$ cat src/rtl/noise_pkg.sv
// noise_pkg: shared types and constants for the APU noise channel front end.
package noise_pkg;

  typedef enum logic [1:0] {
    NR41 = 2'd0,
    NR42 = 2'd1,
    NR43 = 2'd2,
    NR44 = 2'd3
  } noise_reg_e;

  // Shift codes at or above this value freeze the frequency timer.
  localparam int NOISE_SHIFT_MAX = 14;
  localparam int LEN_MAX         = 64;

  // Divisor table {8,16,32,48,64,80,96,112}: code 0 is the odd one out,
  // every other code is simply r*16.
  function automatic logic [6:0] noise_div(input logic [2:0] r);
    return (r == 3'd0) ? 7'd8 : {r, 4'b0000};
  endfunction

endpackage

$ cat src/rtl/noise_envelope.sv
// noise_envelope: volume envelope for the noise channel.
// Only built when NOISE_ENVELOPE_EN is defined; otherwise the top keeps a fixed volume.
`ifdef NOISE_ENVELOPE_EN
module noise_envelope (
  input  logic       clk,
  input  logic       reset,
  input  logic       trigger,
  input  logic       env_step,
  input  logic [3:0] init_vol,
  input  logic       env_up,
  input  logic [2:0] env_period,
  output logic [3:0] volume
);

  logic [3:0] volume_q;
  logic [2:0] env_timer_q;

  // Envelope timer down-count and saturating volume step; trigger reloads both
  always_ff @(posedge clk) begin
    if (reset) begin
      volume_q    <= 4'd0;
      env_timer_q <= 3'd0;
    end else if (trigger) begin
      volume_q    <= init_vol;
      env_timer_q <= env_period;
    end else if (env_step && (env_period != 3'd0)) begin
      // A timer at 1 reaches zero on this tick; a timer left at 0 by a
      // zero-period trigger is treated as already expired.
      if (env_timer_q <= 3'd1) begin
        env_timer_q <= env_period;
        if (env_up && (volume_q != 4'd15)) begin
          volume_q <= volume_q + 4'd1;
        end else if (!env_up && (volume_q != 4'd0)) begin
          volume_q <= volume_q - 4'd1;
        end
      end else begin
        env_timer_q <= env_timer_q - 3'd1;
      end
    end
  end

  assign volume = volume_q;

endmodule
`endif

$ cat src/rtl/noise_ctrl.sv
// noise_ctrl: NR41-NR44 register decode plus length, envelope and frequency
// sequencing for the noise channel. Optional feature macro: NOISE_ENVELOPE_EN
// (volume envelope; when undefined, volume is fixed at the trigger value).
module noise_ctrl #(
  parameter int TIMER_W = 20
) (
  input  logic       clk,
  input  logic       reset,
  input  logic       slow_clk_en,
  input  logic       cpu_en,
  input  logic       reg_wr,
  input  logic [1:0] reg_addr,
  input  logic [7:0] reg_wdata,
  input  logic       len_tick,
  input  logic       env_tick,
  input  logic       play,
  output logic       new_width,
  output logic       width_write,
  output logic       init,
  output logic       next_step,
  output logic [3:0] sample,
  output logic       enabled,
  output logic       dac_on
);
  import noise_pkg::*;

  logic               wr;
  logic               wr_nr41;
  logic               wr_nr42;
  logic               wr_nr43;
  logic               wr_nr44;
  logic               trigger;

  logic [7:0]         nr42_q;
  logic [3:0]         shift_q;
  logic [2:0]         div_code_q;
  logic               length_en_q;
  logic [6:0]         len_cnt_q;
  logic [TIMER_W-1:0] timer_q;
  logic [TIMER_W-1:0] period;
  logic               enabled_q;
  logic               init_q;
  logic [3:0]         volume;

  logic               freq_running;
  logic               len_step;
  logic               len_expire;
  logic               env_step;

  assign wr      = cpu_en & reg_wr;
  assign wr_nr41 = wr & (reg_addr == NR41);
  assign wr_nr42 = wr & (reg_addr == NR42);
  assign wr_nr43 = wr & (reg_addr == NR43);
  assign wr_nr44 = wr & (reg_addr == NR44);
  assign trigger = wr_nr44 & reg_wdata[7];

  assign period       = TIMER_W'(noise_div(div_code_q)) << shift_q;
  assign freq_running = shift_q < 4'(NOISE_SHIFT_MAX);

  // A trigger or an NR41 write in the same cycle swallows the length tick.
  assign len_step   = slow_clk_en & len_tick & length_en_q & (len_cnt_q != 7'd0)
                      & ~trigger & ~wr_nr41;
  assign len_expire = len_step & (len_cnt_q == 7'd1);
  assign env_step   = slow_clk_en & env_tick;

  // Register file: NR42 in full, NR43 shift/divisor fields, NR44 length enable
  always_ff @(posedge clk) begin
    if (reset) begin
      nr42_q      <= 8'd0;
      shift_q     <= 4'd0;
      div_code_q  <= 3'd0;
      length_en_q <= 1'b0;
    end else begin
      if (wr_nr42) begin
        nr42_q <= reg_wdata;
      end
      if (wr_nr43) begin
        shift_q    <= reg_wdata[7:4];
        div_code_q <= reg_wdata[2:0];
      end
      if (wr_nr44) begin
        length_en_q <= reg_wdata[6];
      end
    end
  end

  // Length counter: load from NR41, refill an empty counter on trigger, count down on len_tick
  always_ff @(posedge clk) begin
    if (reset) begin
      len_cnt_q <= 7'd0;
    end else if (wr_nr41) begin
      len_cnt_q <= 7'(LEN_MAX) - {1'b0, reg_wdata[5:0]};
    end else if (trigger && (len_cnt_q == 7'd0)) begin
      len_cnt_q <= 7'(LEN_MAX);
    end else if (len_step) begin
      len_cnt_q <= len_cnt_q - 7'd1;
    end
  end

  // Frequency timer: down-counter with terminal count at 1; 0 just reloads silently
  always_ff @(posedge clk) begin
    if (reset) begin
      timer_q <= '0;
    end else if (trigger) begin
      timer_q <= period;
    end else if (slow_clk_en && enabled_q && freq_running) begin
      if (timer_q <= TIMER_W'(1)) begin
        timer_q <= period;
      end else begin
        timer_q <= timer_q - TIMER_W'(1);
      end
    end
  end

  // Channel enable and the one-cycle LFSR reload pulse
  always_ff @(posedge clk) begin
    if (reset) begin
      enabled_q <= 1'b0;
      init_q    <= 1'b0;
    end else begin
      init_q <= trigger;
      if (trigger) begin
        enabled_q <= dac_on;
      end else if ((wr_nr42 && (reg_wdata[7:3] == 5'd0)) || len_expire) begin
        enabled_q <= 1'b0;
      end
    end
  end

`ifdef NOISE_ENVELOPE_EN
  noise_envelope u_envelope (
    .clk        (clk),
    .reset      (reset),
    .trigger    (trigger),
    .env_step   (env_step),
    .init_vol   (nr42_q[7:4]),
    .env_up     (nr42_q[3]),
    .env_period (nr42_q[2:0]),
    .volume     (volume)
  );
`else
  logic [3:0] volume_q;
  logic       unused_env;

  // Fixed volume captured at trigger; envelope fields and env_tick are ignored
  always_ff @(posedge clk) begin
    if (reset) begin
      volume_q <= 4'd0;
    end else if (trigger) begin
      volume_q <= nr42_q[7:4];
    end
  end

  assign volume     = volume_q;
  assign unused_env = ^{env_step, nr42_q[3:0]};
`endif

  assign new_width   = reg_wdata[3];
  assign width_write = reg_wr & (reg_addr == NR43);
  assign init        = init_q;
  assign enabled     = enabled_q;
  assign dac_on      = nr42_q[7:3] != 5'd0;
  assign next_step   = enabled_q & (timer_q == TIMER_W'(1)) & freq_running;
  assign sample      = (enabled_q & play) ? volume : 4'd0;

endmodule
$ cat config.mk
export PLATFORM = sky130hd
export DESIGN_NAME = noise_ctrl
export DESIGN_NICKNAME = d
export VERILOG_FILES = /design/src/rtl/noise_pkg.sv /design/src/rtl/noise_envelope.sv /design/src/rtl/noise_ctrl.sv
export SDC_FILE = /design/constraint.sdc
export NUM_CORES = 1
export LEC_CHECK = 0
export ABC_AREA = 1
export BUFFER_PORTS_ARGS = -buffer_cell sky130_fd_sc_hd__buf_2
export CORE_MARGIN = 3
export CORE_UTILIZATION = 40
export CTS_BUF_LIST = sky130_fd_sc_hd__clkbuf_8
export CTS_CLUSTER_SIZE = 16
export DETAILED_ROUTE_END_ITERATION = 10
export GPL_TIMING_DRIVEN = 0
export PLACE_DENSITY = 0.66
export SYNTH_ARGS = -nofsm -noshare
export SYNTH_HDL_FRONTEND = slang
export SYNTH_SLANG_ARGS = --single-unit
$ cat constraint.sdc
create_clock -name clk -period 2.3 [get_ports clk]
set_input_delay 0.23 -clock clk [delete_from_list [all_inputs] [get_ports clk]]
set_output_delay 0.23 -clock clk [all_outputs]
set_load 0.005 [all_outputs]
Word level (Yosys, flattened, before mapping)
Index checks and enable logic that the tools add are counted.
{"block": "op_classes", "bitwise": 18, "shifts": 1, "n_lt_le_gt_ge": 2, "eq_ne": 5, "n_addsub": 3, "reduce_logical": 14, "mux": 10}
{"op": "two-way mux 20 bit", "n": 3}
{"op": "two-way mux 7 bit", "n": 4}
{"op": "== test 20 x 1 -> 1 bit (second input constant)", "n": 1}
{"op": "less-or-equal comparator 20 x 1 -> 1 bit (second input constant)", "n": 1}
{"op": "left shift 7 x 4 -> 20 bit", "n": 1}
{"op": "subtractor 20 x 1 -> 20 bit (second input constant)", "n": 1}
{"op": "AND 1 bit", "n": 16}
{"op": "== test 7 x 1 -> 1 bit (second input constant)", "n": 1}
{"op": "zero test 7 bit", "n": 1}
{"op": "nonzero test 7 bit", "n": 1}
{"op": "subtractor 7 x 1 -> 7 bit (second input constant)", "n": 1}
{"op": "subtractor 7 x 6 -> 7 bit (first input constant)", "n": 1}
{"op": "zero test 5 bit", "n": 1}
{"op": "nonzero test 5 bit", "n": 1}
{"op": "== test 2 bit (second input constant)", "n": 2}
{"op": "logical AND 1 bit", "n": 4}
{"op": "less-than comparator 4 bit (second input constant)", "n": 1}
{"op": "two-way mux 4 bit", "n": 1}
{"op": "nonzero test 2 bit", "n": 2}
{"op": "zero test 3 bit", "n": 1}
{"op": "nonzero test 3 bit", "n": 1}
{"op": "== test 2 x 1 -> 1 bit (second input constant)", "n": 1}
{"op": "zero test 2 bit", "n": 1}
{"op": "two-way mux 1 bit", "n": 2}
{"op": "2 further kinds", "n": 3}
{"block": "totals", "ff_bits": 49, "word_cells": 62}

Longest topological paths before layout
Gate-level depths: netlist of the first run.
{"block": "depth", "word_depth": 10, "depth_mapped": 12}

Worst setup path before layout of the first run
OpenSTA, ideal clock, no wires.
{"block": "synth_path", "path_type": "register -> register", "startpoint": "register timer_q[0]", "endpoint": "register timer_q[19]", "arrival_ns": 1.447, "setup_ns": 0.128, "stages_incl_launch_ff": 11, "n_path_buf": 1, "slack_ns": 0.725, "required_ns": 2.172, "synth_period_minus_slack_ns": 1.575, "cell_sequence": "dfxtp_1 inv_1 ha_1 nand2_1 nor2_4 nand3_2 nand3_4 buf_6 o21ai_0 nand2_1 a21oi_1"}
{"block": "synth_between", "elab_chain_len": 4, "word_cells_on_any_way": 5, "cone_classes": "1 x add/sub; 1 x order compare; 3 x mux"}
{"element": "start: declaration", "line_no": "noise_ctrl.sv:39", "source": "logic [TIMER_W-1:0] timer_q;"}
{"element": "start signal: assignment", "line_no": "noise_ctrl.sv:105", "source": "timer_q <= period;"}
{"element": "start signal: assignment", "line_no": "noise_ctrl.sv:108", "source": "timer_q <= period;"}
{"element": "start signal: assignment", "line_no": "noise_ctrl.sv:110", "source": "timer_q <= timer_q - TIMER_W'(1);"}
{"element": "subtractor 20 x 1 -> 20 bit / less-or-equal comparator 20 x 1 -> 1 bit (equally long branches)", "line_no": "noise_ctrl.sv:110, noise_ctrl.sv:107"}
{"element": "two-way mux 20 bit *", "line_no": "noise_ctrl.sv:107", "source": "if (timer_q <= TIMER_W'(1)) begin"}
{"element": "two-way mux 20 bit *", "line_no": "noise_ctrl.sv:106", "source": "end else if (slow_clk_en && enabled_q && freq_running) begin"}
{"element": "two-way mux 20 bit *", "line_no": "noise_ctrl.sv:104", "source": "end else if (trigger) begin"}
Mark *: on every way between the ends. The rest lies on a longest branch, timed or not. The select of a mux whose other input is x is not followed.
A chain may end at the register's enable or synchronous reset.

Worst setup path in the final report of the first run
{"block": "layout_path", "startpoint": "register timer_q[0]", "endpoint": "register timer_q[5]"}
The elaborated chain is that of the path after synthesis.

==> out/metrics.cfg, run 1 <==
[clocking]
postCtsHoldBufs = 0
clock_tree.buffer_depth = 2
h-tree-depth = 2
post_cts_repair_resize_count = 0
postCtsSetupRepairBufs = 0
clock_tree_from_tritoncts = yes
clockRootBuffer = sky130_fd_sc_hd__clkbuf_8
clkLatencyLatePin_ns = 0.31
cts.reportedPaths.clkPinSlew_ns = 0.09
cts_num_sinks = 46
clock_buffers_created_by_tritoncts = 5

[floorplan]
num_rows = 31
design.die.area_mm2 = 0.00870
initial_core_util_pct = 41.5
boundaryPins = 28
die_height_um = 93.3
dieWidth_um = 93.3
placeableCoreArea_mm2 = 0.00733

[setup_path]
critical_path_class = flop to flop
critical_path.most_common_cell = sky130_fd_sc_hd__nand2_1
worst_path_largest_cell_delay_ns = 0.33
worstPathArrival_ns = 2.15
worst_setup_path_end_kind = flop
reg2regPathDepth = 10
worstPathRequired_ns = 2.48
worstPathCellList = inv_1, ha_1, nand2_1, nor2_4, nand3_2, nand3_4, buf_6, o21ai_0, nand2_1, a21oi_1
critPathSlowestCell = sky130_fd_sc_hd__dfxtp_1
critPathMaxFanout = 10
start_kind = flop

[drt]
routed_wl_mm = 8.13
detail_route.wl_per_cell_um = 13.1
drc_errors = 0
avgViaCountPerCell = 5.16
antenna_violating_nets_post_route = 0
detailedRoute.firstIterationViolations = 166
vias = 3199
dr.pass1.iters = 4

[placement]
final_hpwl_dp_mm = 6.24
gpl.final_weighted_congestion = 0.925
port_buffers = 25

[cells_and_area]
utilization_pct = 46.1
design.final.nets = 544
areaGrowthSynthToFinish_pct = 11.0
post_route_cells_drive_above_1_share_pct = 11.5
count_of_antenna_diodes_in_the_layout = 0

[logic_synthesis]
postSynthCellCount = 488
synthArstFlopShare_pct = 0
synth-seq-area-share_pct = 30.2
ys_top_cells_by_count = sky130_fd_sc_hd__nand2_1 (110), sky130_fd_sc_hd__nor2_1 (60), sky130_fd_sc_hd__inv_1 (55)
postSynthAreaPerCell_um2 = 6.24
synth_fp_nets = 512
ys_ff_latch = 46
netlist.area_leader.share_pct = 30.2
biggest_area_consumer_among_synthesized_cells = sky130_fd_sc_hd__dfxtp_1
post-synth-top-count-cell = sky130_fd_sc_hd__nand2_1
synth_cell_type_count = 35
synth_edf_count = 0
postSynth.topFlopCell = sky130_fd_sc_hd__dfxtp_1
total_of_warnings_raised_by_yosys = 0
ys_top_cells_by_area = sky130_fd_sc_hd__dfxtp_1 (30%), sky130_fd_sc_hd__nand2_1 (14%), sky130_fd_sc_hd__o21ai_0 (8.9%)
netlist_area_pre_place_mm2 = 0.00305

[timing]
slew_violations = 0
worst_pin_slew_ns = 0.959
finalWorstPathRequiredPeriod_ns = 1.97
finalHoldViolations = 0
finalClockSkew_ns = 0.0152
final-setup-viol-count = 0
rsz0062_at_grt = no
final.setup.tns_ns = 0
timing.hold.ws_ns = 0.224
layout_worst_path_cycle_share_pct = 85.6
worst_slew_margin_rel_pct = 35.6
fmax_ghz = 0.508

[power_and_ir_drop]
ir_drop_uv = 292
cellPowerDensity_mw_per_mm2 = 554
leakage_nw = 1.63

[global_routing]
grt_start_max_net_pins = 15
globalRouteOverflowTotal = 0
gr-usage-all-layers_pct = 19.5
grt_pass1_wl_mm = 13.6
initial_antenna_violation_count = 0
first_global_vias = 2922

[status]
status = finished, final reports clean

[worst_hold_path]
min_path_type = input pin to flop
hold_depth = 3

[flow_run]
max-cap-violations = 0

[critical path: cells and delay by family (launching register included)]
kind	cells	cell delay (ns)
flip-flops	1	0.33
buffers and inverters	2	0.26
AO/OA/AOI/OAI	2	0.21
AND/OR/NAND/NOR	5	0.78
adder cells (fa/ha/maj)	1	0.27
[placed cells by master (no fill, tap or decap), drive strengths merged, types with 2 or more instances in the layout]
cell type    n
a21oi       43
o21ai       56
inv         58
clkinv       2
nor3         5
nor4         2
xor2         7
ha           6
nand4       14
buf         36
xnor2        5
clkbuf      13
nor2        65
nand2      116
nand3       38
dfxtp       46
[registers in the layout (all words and copies together) (netlist names)]
| register | cells |
|---|---|
| div_code_q | 3 |
| enabled | 1 |
| init | 1 |
| len_cnt_q | 7 |
| length_en_q | 1 |
| nr42_q | 5 |
| shift_q | 4 |
| timer_q | 20 |
| volume | 4 |
[path summary, 6_finish.rpt]
| check | start | to | slack [ns] |
|---|---|---|---|
| setup / recovery | timer_q[0] | timer_q[5] | 0.33 |
| hold / removal | reg_wdata[4] | nr42_q[4] | 0.22 |
| hold reg to reg | volume[0] | volume[0] | 0.47 |
| setup reg to reg | timer_q[0] | timer_q[5] | 0.33 |
[per-layer routing]
metal / GRT usage [%] / vias to the layer above / wire length (µm)
met2: 31.8 / 81 / 3740
met1: 26.0 / 1450 / 3830
met3: 4.10 / 17 / 416
li1: - / 1651 / -
met5: 0 / - / 0
met4: 5.62 / 0 / 143
[through the flow]
stage          total power (W)  cells  setup WS (ns)  area (µm²)
6_report               0.00187    620          0.332        3380
5_1_grt                0.00199    620          0.141        3380
4_1_cts                0.00188    620          0.361        3380
3_5_place_dp           0.00138    612          0.377        3290
3_3_place_gp           0.00137    612          0.396        3290
2_1_floorplan          0.00125    488          0.725        3050
[report_power, final]
| group | total [W] | internal (W) | switching, W |
|---|---|---|---|
| registers | 0.000846 | 0.000822 | 0.0000236 |
| logic | 0.000526 | 0.000185 | 0.000341 |
| clock network | 0.000501 | 0.000211 | 0.000290 |
| total | 0.00187 | 0.00122 | 0.000655 |
[area by class of cell]
cell class | count | area [µm²]
buffer | 19 | 108
clock buffer | 5 | 68.8
clock inverter | 3 | 17.5
fill | 759 | 3950
inverter | 57 | 214
multi-input combinational | 366 | 1800
sequential | 46 | 921
tap | 99 | 124
timing repair buffer | 25 | 125
[cell families (layout without fill, tap and decap cells)]
| group | after synthesis | count (layout) | synth area share, % |
|---|---|---|---|
| AND/OR/NAND/NOR | 244 | 244 | 35.9 |
| buffers and inverters | 76 | 109 | 10.6 |
| flip-flops | 46 | 46 | 30.2 |
| AO/OA/AOI/OAI | 104 | 104 | 17.4 |
| XOR/XNOR | 12 | 12 | 3.45 |
| adder cells (fa/ha/maj) | 6 | 6 | 2.47 |
No activity file was read; power rests on OpenSTA's default activity.
==> run 2, diff against run 1 <==
CELL_PAD_IN_SITES_DETAIL_PLACEMENT = 0   (was not set)
CELL_PAD_IN_SITES_GLOBAL_PLACEMENT = 1   (was not set)
CORE_MARGIN = 2   (was 3)
CORE_UTILIZATION = 43   (was 40)
PLACE_DENSITY = 0.91   (was 0.66)
==> run 2 against run 1 <==
Against the previous run: sequential power barely moved; global-route usage rose by 2.4 points; hold slack lost 0.0020 ns; clock power rose by 8.4%; utilization increased by 3.4 points; combinational power fell by 0.8%; critical path type unchanged; flip-flop and latch count stayed put; total power grew 2.1%; die area decreased by 11%; final cell count shrank 0.48%; maximum frequency rose by 0.81%; largest power group unchanged; via count shrank 0.50%.
==> out/metrics.cfg, run 2 (same netlist as run 1, synthesis figures left out) <==
[status]
status = finished, final reports clean

[cells_and_area]
registers.top_by_ff_count = timer_q
multi_input_area_mm2 = 0.00180
areaGrowthSynthToFinish_pct = 11.2
largest_register_ffs = 20
final_common_cell = sky130_fd_sc_hd__nand2_1
design.final.nets = 544
layout.filler_cells = 751
post_route_cells_drive_above_1_share_pct = 11.5
layout.area.seq_um2 = 921
count_of_antenna_diodes_in_the_layout = 0
mostFrequentLayoutCells = sky130_fd_sc_hd__nand2_1 (110), sky130_fd_sc_hd__nor2_1 (60), sky130_fd_sc_hd__inv_1 (56), sky130_fd_sc_hd__o21ai_0 (54), sky130_fd_sc_hd__dfxtp_1 (46)
largest_registers = timer_q: 20 flops, len_cnt_q: 7 flops, nr42_q: 5 flops
finished_layout_cells = 617

[timing]
worst_pin_slew_ns = 0.796
rsz0062_at_grt = no
final.setup.worst_slack_ns = 0.348
finalWorstPathRequiredPeriod_ns = 1.95
worst_slew_margin_rel_pct = 46.5
final.setup.tns_ns = 0
final-setup-viol-count = 0
timing.hold.ws_ns = 0.222
finalClockSkew_ns = 0.0224
layout_worst_path_cycle_share_pct = 84.9
fmax_ghz = 0.512
slew_violations = 0
finalHoldViolations = 0

[clocking]
clock_tree_from_tritoncts = yes
cts.reportedPaths.clkPinSlew_ns = 0.10
postCtsSetupRepairBufs = 0
clock_buffers_created_by_tritoncts = 5
clock_tree.buffer_depth = 2
post_cts_repair_resize_count = 0
cts_num_sinks = 46
h-tree-depth = 2
clkLatencyLatePin_ns = 0.31
postCtsHoldBufs = 0
clockRootBuffer = sky130_fd_sc_hd__clkbuf_8

[setup_path]
path_delay_family = simple AND/OR/NAND/NOR gates
worst_setup_path_end_kind = flop
critPathMaxFanout = 10
worstPathCellList = inv_1, ha_1, nand2_1, nor2_4, nand3_2, nand3_4, buf_6, o21ai_0, nand2_1, a21oi_1
critical_path_class = flop to flop
worst_path_largest_cell_delay_ns = 0.33
critical_path.most_common_cell = sky130_fd_sc_hd__nand2_1
critical_path.n_buffers_inverters = 2
start_kind = flop
critPathSlowestCell = sky130_fd_sc_hd__dfxtp_1
worstPathArrival_ns = 2.13
worstPathRequired_ns = 2.48

[power_and_ir_drop]
ir_drop_uv = 309
leakage_nw = 1.63
cellPowerDensity_mw_per_mm2 = 565
report.power.total_w = 0.00191

[drt]
routed_wl_mm = 8.07
antenna_violating_nets_post_route = 0
detailedRoute.firstIterationViolations = 236
detail_route.wl_per_cell_um = 13.1
dr.pass1.iters = 5
vias = 3183
avgViaCountPerCell = 5.16
drc_errors = 0

[global_routing]
grt_start_max_net_pins = 15
globalRouteOverflowTotal = 0
grt_pass1_wl_mm = 13.4
first_global_vias = 2872
initial_antenna_violation_count = 0
gr-usage-all-layers_pct = 22.0

[placement]
dpl_worst_slack_ns = 0.393
gpl.final_weighted_congestion = 0.870
port_buffers = 25
final_hpwl_dp_mm = 6.28
numPlacedInstances = 609

[floorplan]
boundaryPins = 28
initial_core_util_pct = 44.6
dieWidth_um = 88.2
die_height_um = 88.2
design.die.area_mm2 = 0.00777
num_rows = 30
placeableCoreArea_mm2 = 0.00683

[flow_run]
max-cap-violations = 0

[worst_hold_path]
min_path_type = input pin to flop

run 2: changes by cell type in the layout (fill, tap and decap cells not counted):
| cell | change |
|---|---|
| sky130_fd_sc_hd__clkinv_2 | -1 |
| sky130_fd_sc_hd__inv_6 | +1 |
| sky130_fd_sc_hd__clkbuf_8 | +1 |
| sky130_fd_sc_hd__clkinv_4 | -1 |
run 2: worst paths after layout:
check / slack (ns) / startpoint / cells past startpoint / endpoint
setup / recovery: 0.35 / timer_q[0] / 10 / timer_q[5]
setup reg to reg: 0.35 / timer_q[0] / 10 / timer_q[5]
hold reg to reg: 0.46 / volume[1] / 2 / volume[1]
hold / removal: 0.22 / reg_wdata[6] / 3 / nr42_q[6]
run 2: per-stage QoR:
stage / utilization [%] / cell area, µm²
after floorplan: - / 3050
after global placement: 48.2 / 3290
after detailed placement: 48.2 / 3290
after CTS: 49.6 / 3390
after global routing: 49.6 / 3390
final: 49.6 / 3390
run 2: layout make-up:
class	count	share of cell area [%]
Buffer	19	3.18
Clock buffer	6	2.44
Clock inverter	2	0.370
Inverter	57	6.32
Multi-Input combinational cell	366	53.3
Sequential cell	46	27.2
Tap cell	96	3.55
Timing Repair Buffer	25	3.70
run 2: power breakdown:
group | switching [W] | leakage, nW | total (W) | internal (W)
clock | 0.000298 | 0.0530 | 0.000543 | 0.000245
sequential | 0.0000241 | 0.373 | 0.000846 | 0.000822
combinational | 0.000337 | 1.20 | 0.000522 | 0.000184
run 2: layer usage:
layer	global-route usage, %	part of all wire (%)	vias up
met3	3.68	4.1	9
met4	5.51	1.1	0
met2	37.0	46	72
met5	0	0	-
li1	-	-	1655
met1	29.4	49	1447
run 2: worst min-delay path: cells and delay by family:
kind | cells | cell delay (ns)
buf+inv | 1 | 0.13
simple gates | 2 | 0.13
==> run 3, diff against run 2 <==
ABC_AREA = 0   (was 1)
CORE_UTILIZATION = 41   (was 43)
PLACE_DENSITY = 0.88   (was 0.91)
clock period = 1.7 ns   (was 2.3 ns; I/O delays follow)
==> run 3 against run 2 <==
Against the previous run: the flow now finishes with violations (setup timing); critical path type unchanged; critical endpoint is now timer_q[16]; largest power group unchanged; final area is 9.2% higher; sequential power increased by 32%; area after synthesis down 4.8%.
==> out/metrics.cfg, run 3 <==
[flow_run]
max-cap-violations = 0

[global_routing]
first_global_vias = 2977
globalRouteOverflowTotal = 0
initial_antenna_violation_count = 0
gr-usage-all-layers_pct = 23.7
grt_start_max_net_pins = 17
grt_pass1_wl_mm = 14.4

[logic_synthesis]
postSynthCellCount = 385
netlist_area_pre_place_mm2 = 0.00290
netlist.area_leader.share_pct = 31.8
ys_ff_latch = 46
postSynth.topFlopCell = sky130_fd_sc_hd__dfxtp_1
postSynthAreaPerCell_um2 = 7.53
synth_fp_nets = 409
synth_edf_count = 0
synthArstFlopShare_pct = 0
total_of_warnings_raised_by_yosys = 0
ys_top_cells_by_count = sky130_fd_sc_hd__dfxtp_1 (46), sky130_fd_sc_hd__nand2_1 (43), sky130_fd_sc_hd__nor2_1 (40)
synth_cell_type_count = 61
post-synth-top-count-cell = sky130_fd_sc_hd__dfxtp_1
ys_top_cells_by_area = sky130_fd_sc_hd__dfxtp_1 (32%), sky130_fd_sc_hd__a21oi_1 (5.7%), sky130_fd_sc_hd__nand2_1 (5.6%)
biggest_area_consumer_among_synthesized_cells = sky130_fd_sc_hd__dfxtp_1
synth-seq-area-share_pct = 31.8

[timing]
final-setup-viol-count = 28
finalClockSkew_ns = 0.0114
final.setup.worst_slack_ns = -0.292
finalHoldViolations = 0
finalWorstPathRequiredPeriod_ns = 1.99
fmax_ghz = 0.502
worst_slew_margin_rel_pct = 54.1
slew_violations = 0
worst_pin_slew_ns = 0.683
rsz0062_at_grt = yes
layout_worst_path_cycle_share_pct = 117

[clocking]
clock_tree_from_tritoncts = yes
cts_num_sinks = 46
clockRootBuffer = sky130_fd_sc_hd__clkbuf_8
clock_tree.buffer_depth = 2
clkLatencyLatePin_ns = 0.32
h-tree-depth = 2
postCtsHoldBufs = 0
clock_buffers_created_by_tritoncts = 5
cts.reportedPaths.clkPinSlew_ns = 0.10

[setup_path]
r2r-start = timer_q[13]
r2r_end = timer_q[16]
worst-r2r-setup-slack_ns = -0.29
timing.critical_path.to = timer_q[16]
start_kind = flop
worst_path_largest_cell_delay_ns = 0.38
worstPathArrival_ns = 2.24
critical_path_class = flop to flop
reg2regPathDepth = 8
worst_setup_path_end_kind = flop
worstPathRequired_ns = 1.95
critPathMaxFanout = 10
critical_path.startpoint = timer_q[13]
worstPathCellList = nor4_4, nand4_1, buf_4, o21ai_4, buf_6, buf_8, o2111ai_1, a31oi_1
critPathSlowestCell = sky130_fd_sc_hd__nor4_4

[floorplan]
die_height_um = 88.1
num_rows = 30
initial_core_util_pct = 42.5
dieWidth_um = 88.1
boundaryPins = 28
placeableCoreArea_mm2 = 0.00683
design.die.area_mm2 = 0.00776

[placement]
gpl.final_weighted_congestion = 0.932
final_hpwl_dp_mm = 6.13
port_buffers = 25
post_dp_cell_area_mm2 = 0.00319

[cells_and_area]
utilization_pct = 54.1
count_of_antenna_diodes_in_the_layout = 0
postLayoutCellArea_mm2 = 0.00370
registers.top_by_ff_count = timer_q
largest_register_ffs = 20
layout.area.seq_um2 = 947
design.final.nets = 460
layout.filler_cells = 661
areaGrowthSynthToFinish_pct = 27.5
mostFrequentLayoutCells = sky130_fd_sc_hd__nand2_1 (43), sky130_fd_sc_hd__nor2_1 (39), sky130_fd_sc_hd__dfxtp_1 (31), sky130_fd_sc_hd__buf_2 (28), sky130_fd_sc_hd__a21oi_1 (27)
post_route_cells_drive_above_1_share_pct = 28.6
final_common_cell = sky130_fd_sc_hd__nand2_1
largest_registers = timer_q: 20 flops, len_cnt_q: 7 flops, nr42_q: 5 flops
multi_input_area_mm2 = 0.00209

[drt]
avgViaCountPerCell = 5.96
drc_errors = 0
detailedRoute.firstIterationViolations = 201
routed_wl_mm = 9.23
vias = 3175
dr.pass1.iters = 5
detail_route.wl_per_cell_um = 17.3
antenna_violating_nets_post_route = 0

[worst_hold_path]
min_path_type = input pin to flop

[status]
status = finished with violations
violations_in_the_final_reports = setup timing

[power_and_ir_drop]
cellPowerDensity_mw_per_mm2 = 675
leakage_nw = 1.48
ir_drop_uv = 453

run 3: worst min path at each step:
stage | to | cells after the start | slack (ns) | startpoint
2_1_floorplan | nr42_q[3] | 2 | 0.31 | reg_wdata[3]
3_3_place_gp | volume[2] | 2 | 0.44 | volume[2]
3_5_place_dp | volume[2] | 2 | 0.44 | volume[2]
4_1_cts | length_en_q | 3 | 0.14 | reg_wdata[6]
5_1_grt | length_en_q | 3 | 0.16 | reg_wdata[6]
6_report | shift_q[1] | 3 | 0.14 | reg_wdata[5]
run 3: cells by family after synthesis:
family / after synthesis / share of synthesized area [%]
and+or+nand+nor: 183 / 33.5
AOI/OAI and AO/OA: 97 / 20.8
DFF: 46 / 31.8
buffers and inverters: 34 / 5.09
muxes: 13 / 4.53
xor gates and xnor gates: 6 / 1.81
adders and majority gates: 6 / 2.59
run 3: report_power, final:
group / switching [W] / internal (W)
sequential: 0.0000248 / 0.00109
clock: 0.000439 / 0.000298
combinational: 0.000363 / 0.000276
total: 0.000827 / 0.00167
run 3: worst max-delay path: cells and delay by family (launching register included):
family          cells  cell delay [ns]
simple gates        2             0.53
flops               1             0.36
buf+inv             3             0.51
compound gates      3             0.52
run 3: timing repair:
item	in CTS	in global routing
setup endpoints to repair	29	28
resized for setup	40	38
setup buffers	10	10
pin swaps	13	18
gates cloned	1	0
run 3: layer usage:
metal	up-vias	GRT usage, %	wire, µm
met3	28	4.15	550
met1	1497	29.7	3820
met4	0	10.5	327
li1	1517	-	-
met2	133	39.8	4540
met5	-	0	0
run 3: area by class of cell:
type / instances / share of cell area (%)
Multi-Input combinational cell: 306 / 56.4
Sequential cell: 46 / 25.6
Timing Repair Buffer: 45 / 7.85
Buffer: 21 / 3.25
Tap cell: 96 / 3.25
Clock buffer: 5 / 1.86
Inverter: 11 / 1.12
Clock inverter: 3 / 0.677
run 3: per-stage QoR:
step | total power, W | TNS [ns] | cells | hold slack (ns) | setup slack [ns]
after detailed placement | 0.00161 | -10.93 | 506 | 0.444 | -0.564
after CTS | 0.00241 | -5.07 | 524 | 0.138 | -0.245
after global routing | 0.00259 | -7.52 | 533 | 0.159 | -0.345
final | 0.00250 | -5.74 | 533 | 0.144 | -0.292
after global placement | 0.00161 | -10.88 | 506 | 0.442 | -0.584
after floorplan | 0.00148 | -0.543 | 385 | 0.314 | -0.0915
